## config.mk

```make
export PLATFORM = sky130hd
export DESIGN_NAME = i2c_byte_feeder
export DESIGN_NICKNAME = d
export VERILOG_FILES = /design/src/rtl/i2c_byte_feeder.sv
export SDC_FILE = /design/constraint.sdc
export NUM_CORES = 1
export LEC_CHECK = 0
export BUFFER_PORTS_ARGS = -buffer_cell sky130_fd_sc_hd__buf_2
export CORE_MARGIN = 2
export CORE_UTILIZATION = 34
export CTS_CLUSTER_DIAMETER = 120
export DETAILED_ROUTE_END_ITERATION = 6
export PLACE_DENSITY = 0.52
export SYNTH_ARGS = -nofsm -noshare
export SYNTH_HDL_FRONTEND = slang
export SYNTH_SLANG_ARGS = --single-unit
```

## constraint.sdc

```tcl
create_clock -name clk -period 2.4 [get_ports clk]
set_clock_uncertainty 0.1 [all_clocks]
set_input_delay 0.24 -clock clk [delete_from_list [all_inputs] [get_ports clk]]
set_output_delay 0.24 -clock clk [all_outputs]
set_load 0.005 [all_outputs]
```

## src/rtl/i2c_byte_feeder.sv

```systemverilog
// Byte queue that feeds an I2C master one byte at a time: a small circular FIFO
// drained in bursts by a load/kick/wait/gap sequencer with timeout and sticky errors.
module i2c_byte_feeder #(
    parameter int DEPTH      = 4,
    parameter int GAP_CYCLES = 2,
    parameter int TIMEOUT    = 1024
) (
    input  logic                     clk,
    input  logic                     rst_n,
    input  logic                     wr_en,
    input  logic [7:0]               wr_data,
    input  logic                     go,
    input  logic                     err_clr,
    input  logic                     m_done,
    output logic                     m_start,
    output logic [7:0]               m_data,
    output logic                     full,
    output logic                     empty,
    output logic [$clog2(DEPTH):0]   count,
    output logic                     busy,
    output logic                     burst_done,
    output logic                     ovf_err,
    output logic                     tmo_err
);

    localparam int AW = $clog2(DEPTH);
    localparam int CW = $clog2(TIMEOUT + 1);
    localparam int GW = $clog2(GAP_CYCLES + 1);

    localparam logic [AW:0]   CNT_ONE   = (AW + 1)'(1);
    localparam logic [AW:0]   CNT_DEPTH = (AW + 1)'(DEPTH);
    localparam logic [AW-1:0] PTR_ONE   = AW'(1);
    localparam logic [CW-1:0] TMO_ONE   = CW'(1);
    localparam logic [CW-1:0] TMO_LAST  = CW'(TIMEOUT - 1);
    localparam logic [GW-1:0] GAP_ONE   = GW'(1);
    localparam logic [GW-1:0] GAP_LAST  = GW'(GAP_CYCLES - 1);

    typedef enum logic [2:0] {
        ST_IDLE   = 3'd0,
        ST_LOAD   = 3'd1,
        ST_KICK   = 3'd2,
        ST_WAIT   = 3'd3,
        ST_GAP    = 3'd4,
        ST_FINISH = 3'd5
    } state_t;

    state_t          r_state;
    state_t          w_next;
    logic [7:0]      r_mem [DEPTH];
    logic [AW-1:0]   r_wptr;
    logic [AW-1:0]   r_rptr;
    logic [AW:0]     r_count;
    logic [CW-1:0]   r_tmo_cnt;
    logic [GW-1:0]   r_gap_cnt;
    logic            r_m_done_d;
    logic            r_m_start;
    logic [7:0]      r_m_data;
    logic            r_busy;
    logic            r_burst_done;
    logic            r_ovf_err;
    logic            r_tmo_err;

    logic            w_full;
    logic            w_empty;
    logic            w_rise;
    logic            w_pop;
    logic            w_push;
    logic            w_ovf_set;
    logic            w_tmo;

    assign w_full    = (r_count == CNT_DEPTH);
    assign w_empty   = (r_count == '0);
    assign w_rise    = m_done & ~r_m_done_d;
    assign w_pop     = (r_state == ST_LOAD) && !w_empty;
    // A timeout flush wins over a concurrent write; the pop in LOAD frees a slot when full.
    assign w_tmo     = (r_state == ST_WAIT) && !w_rise && (r_tmo_cnt == TMO_LAST);
    assign w_push    = wr_en && (!w_full || w_pop) && !w_tmo;
    assign w_ovf_set = wr_en && w_full && !w_pop;

    // Next-state decode for the burst sequencer.
    always_comb begin
        w_next = r_state;
        case (r_state)
            ST_IDLE: begin
                if (go && !w_empty) begin
                    w_next = ST_LOAD;
                end else begin
                    w_next = ST_IDLE;
                end
            end
            ST_LOAD:   w_next = ST_KICK;
            ST_KICK:   w_next = ST_WAIT;
            ST_WAIT: begin
                if (w_rise) begin
                    w_next = w_empty ? ST_FINISH : ST_GAP;
                end else if (w_tmo) begin
                    w_next = ST_FINISH;
                end else begin
                    w_next = ST_WAIT;
                end
            end
            ST_GAP: begin
                if (r_gap_cnt == GAP_LAST) begin
                    w_next = ST_LOAD;
                end else begin
                    w_next = ST_GAP;
                end
            end
            ST_FINISH: w_next = ST_IDLE;
            default:   w_next = ST_IDLE;
        endcase
    end

    // State register plus outputs registered from the next state.
    always_ff @(posedge clk or negedge rst_n) begin
        if (!rst_n) begin
            r_state      <= ST_IDLE;
            r_m_start    <= 1'b0;
            r_busy       <= 1'b0;
            r_burst_done <= 1'b0;
            r_m_done_d   <= 1'b0;
        end else begin
            r_state      <= w_next;
            r_m_start    <= (w_next == ST_KICK);
            r_busy       <= (w_next != ST_IDLE);
            r_burst_done <= (w_next == ST_FINISH);
            r_m_done_d   <= m_done;
        end
    end

    // FIFO storage, pointers and occupancy.
    always_ff @(posedge clk or negedge rst_n) begin
        if (!rst_n) begin
            for (int i = 0; i < DEPTH; i++) begin
                r_mem[i] <= 8'h00;
            end
            r_wptr  <= '0;
            r_rptr  <= '0;
            r_count <= '0;
            r_m_data <= 8'h00;
        end else begin
            if (w_push) begin
                r_mem[r_wptr] <= wr_data;
                r_wptr        <= r_wptr + PTR_ONE;
            end
            if (w_pop) begin
                r_m_data <= r_mem[r_rptr];
            end
            if (w_tmo) begin
                r_rptr  <= r_wptr;
                r_count <= '0;
            end else begin
                if (w_pop) begin
                    r_rptr <= r_rptr + PTR_ONE;
                end
                case ({w_push, w_pop})
                    2'b10:   r_count <= r_count + CNT_ONE;
                    2'b01:   r_count <= r_count - CNT_ONE;
                    default: r_count <= r_count;
                endcase
            end
        end
    end

    // Wait-timeout and inter-byte gap counters; both restart whenever their state is entered.
    always_ff @(posedge clk or negedge rst_n) begin
        if (!rst_n) begin
            r_tmo_cnt <= '0;
            r_gap_cnt <= '0;
        end else begin
            r_tmo_cnt <= (r_state == ST_WAIT) ? r_tmo_cnt + TMO_ONE : '0;
            r_gap_cnt <= (r_state == ST_GAP)  ? r_gap_cnt + GAP_ONE : '0;
        end
    end

    // Sticky error flags; a new error takes priority over a clear in the same cycle.
    always_ff @(posedge clk or negedge rst_n) begin
        if (!rst_n) begin
            r_ovf_err <= 1'b0;
            r_tmo_err <= 1'b0;
        end else begin
            if (w_ovf_set) begin
                r_ovf_err <= 1'b1;
            end else if (err_clr) begin
                r_ovf_err <= 1'b0;
            end
            if (w_tmo) begin
                r_tmo_err <= 1'b1;
            end else if (err_clr) begin
                r_tmo_err <= 1'b0;
            end
        end
    end

    assign m_start    = r_m_start;
    assign m_data     = r_m_data;
    assign full       = w_full;
    assign empty      = w_empty;
    assign count      = r_count;
    assign busy       = r_busy;
    assign burst_done = r_burst_done;
    assign ovf_err    = r_ovf_err;
    assign tmo_err    = r_tmo_err;

endmodule

```

==> metrics.md <==
| Metric | Value |
|---|---|
| CTS max path bufs | 2 |
| Yosys cell types | 45 |
| Post_cts resized | 0 |
| Max Freq | 433 MHz |
| Post-CTS Setup Inserts | 0 |
| Period minus WS final | 2.31 ns |
| IO buf count | 31 |
| DR vias | 2,047 |
| First-pass GRT wire length | 10,200 um |
| Final ANT Viol Nets | 0 |
| H-tree Lvls | 3 |
| Delay-heaviest family, CP | simple AND/OR/NAND/NOR gates |
| Post-CTS Hold Buffers | 3 |
| Worst path bufs/invs | 1 |
| Synthesized cell area | 0.00333 mm2 |
| Part of the power in registers | 38.3% |
| Fin. Hold Viols | 0 |
| Starting Density | 34.6% |
| Remaining Overflow, GRT | 0 |
| Fin. max-slew vios | 0 |
| Final setup fails | 0 |
| # clock sinks | 69 |
| Mean Syn Cell Area | 13.7 um2 |
| Fraction of layout cells with a size suffix above 1 | 41.9% |
| N_diodes | 0 |
| Worst Path Arrival | 2.49 ns |
| RSZ-0062 raised after global routing | false |
| Post-synth top area cell | dfrtp_1 |
| Clk root buf | clkbuf_8 |
| Slew @ Worst Pin | 0.610 ns |
| Vias in the first global route | 1,987 |
| Clock Power Share | 20.1% |
| First drt pass iteration count | 4 |
| Flops & latches, synth | 69 |
| HPWL after DPL | 4250 um |
| Cell Int Power | 0.00344 W |
| TNS Setup | 0 ns |
| CP Capture Type | register |
| Switch share | 31.0% |
| Critical-path cell with the highest stage delay | or4_1 |
| P_leak | 1.88 nW |
| CTS tree | built |
| Area growth syn-to-layout | 20.7% |
| I/O Pins | 32 |
| DR iter-0 viols | 74 |
| CP max FO | 4 |
| Syn Inst Count | 243 |
| Die area | 0.0106 mm2 |
| Final GP Congestion | 0.804 |
| Synth top area share | 51.8% |
| Final core occ | 41.7% |
| Comb power frac | 41.6% |
| WL/cell | 14.6 um |
| Gr usage total | 13.1% |
| Setup CP Type | reg -> reg |
| Initial antenna violation count | 0 |
| Total CTS buffers | 9 |
| Startpoint type of the worst setup path | register |
| Layout Nets | 319 |
| WP data required | 2.58 ns |
| Clk_lat worst skew | 0.36 ns |
| Largest net degree at the start of global routing | 46 |
| Power Total | 0.00499 W |
| Sequential area share after synthesis | 51.8% |
| Die W | 103 um |
| Vias per cell | 4.69 |
| Fin crit share | 96.2% |
| Status | finished, final reports clean |
| Max transition margin | 59.3% |
| Clock transition at the registers of the reported paths | 0.08 ns |
| Final WL | 6380 um |
| Crit path cell chain | or3_4 -> inv_2 -> nor3_1 -> fa_2 -> or4_1 -> a21o_1 -> a31oi_1 |
| Crit-path max cell delay | 0.52 ns |
| Die height | 103 um |
| Core region area | 0.00964 mm2 |
| Pwr Density | 1240 mW/mm2 |
| Switch Pwr | 0.00155 W |
| HP Class | in -> reg |
| Max-Cap Viols | 0 |
| Post-synthesis net count | 264 |
| Drt drc | 0 |
| Main area contributors after synthesis | dfrtp_1, mux2_4, mux4_2 |
| Max IR drop VDD | 0.000339 V |
| YS warnings | 0 |
| Row cnt | 36 |
area by class of cell:
cell class	instances	area, um2
fillers	909	5620
flip-flops and latches	69	1730
multi-input cells	152	1480
repair buffers	52	370
well taps	133	166
clock buffers	11	151
inverters	14	65.1
clock inverters	5	58.8
cells in the final DEF (no fill, tap or decap), types with 3 or more instances in the layout:
master	n
o21ai_0	9
buf_12	4
mux2_4	32
buf_4	14
nor2_1	16
ha_1	6
dlygate4sd3_1	3
nand2_1	5
mux4_2	8
inv_1	12
nand3_1	9
mux2i_1	3
xor2_1	7
nor3_1	4
nand4_1	3
mux2_2	9
buf_2	31
dfrtp_1	68
clkbuf_8	11
a21oi_1	4
xnor2_1	4
a211o_1	4
state kept, by name (all words and copies together), names as in the netlist:
signal and cells:
r_gap_cnt 2, busy 1, burst_done 1, m_data 8, tmo_err 1, r_wptr 2, r_tmo_cnt 11, ovf_err 1
r_mem 32, r_rptr 2, count 3, m_start 1, r_state 3, r_m_done_d 1
Yosys cell counts (all sizes together):
library cell / instances
a21oi: 4
a21o: 2
o22ai: 1
and2: 2
dfrtp: 69
or3: 3
nand3: 9
mux2: 42
nor4: 1
o21a: 2
inv: 13
a211oi: 1
clkinv: 1
nor2b: 1
or4: 1
or3b: 2
nand3b: 1
nor2: 17
ha: 6
xnor2: 4
mux2i: 3
buf: 7
nand4bb: 1
and2b: 1
nor3: 4
o211a: 1
xor2: 7
and3: 2
clkbuf: 1
nand4: 3
a31oi: 1
a211o: 4
o21ai: 10
nand2: 5
fa: 1
nand2b: 2
mux4: 8
power by group through the flow:
| stage | clock (W) | combinational, W | sequential (W) |
|---|---|---|---|
| floorplan | 0 | 0.00152 | 0.00188 |
| global route | 0.00108 | 0.00228 | 0.00197 |
| finish | 0.00100 | 0.00208 | 0.00191 |
| CTS | 0.00104 | 0.00211 | 0.00191 |
| global placement | 0 | 0.00207 | 0.00192 |
| detailed placement | 0 | 0.00210 | 0.00193 |
per-stage QoR:
stage	cell area [um2]	hold WS [ns]	setup WS, ns	std cells
floorplan	3340	-0.156	0.0175	243
global placement	3780	0.198	0.136	417
detailed placement	3780	0.197	0.127	417
CTS	4020	0.0420	0.0993	436
global route	4020	0.0504	0.0263	436
finish	4020	0.0644	0.0919	436
kinds of logic (layout without fill, tap and decap cells):
logic type | after synthesis | after routing | synth area share [%]
compound gates | 26 | 26 | 5.29
mux | 53 | 53 | 24.1
fa+ha+maj | 7 | 7 | 2.85
simple gates | 55 | 55 | 9.05
xor+xnor | 11 | 11 | 2.89
flops | 69 | 69 | 51.8
buf+inv | 22 | 82 | 3.98
layer usage:
layer  routed length [um]  GRT usage, %  vias to the layer above
met2                 2760          17.9                       36
met5                    0             0                        -
met4                  170          8.81                        0
met3                  187          2.44                       10
li1                     -             -                      973
met1                 3260          18.8                     1028
final timing paths:
| check | start | endpoint | slack, ns | depth (start not counted) |
|---|---|---|---|---|
| worst max register to register | count[0] | count[2] | 0.09 | 7 |
| min in group asynchronous | rst_n | r_tmo_cnt[4] | 0.33 | 2 |
| worst min-delay path | wr_data[1] | r_mem[25] | 0.06 | 2 |
| max in group asynchronous | rst_n | m_data[6] | 1.23 | 3 |
| worst max-delay path | count[0] | count[2] | 0.09 | 7 |
| worst min register to register | r_gap_cnt[0] | r_gap_cnt[0] | 0.34 | 1 |
Note: power is estimated with default switching activity, not from simulation.
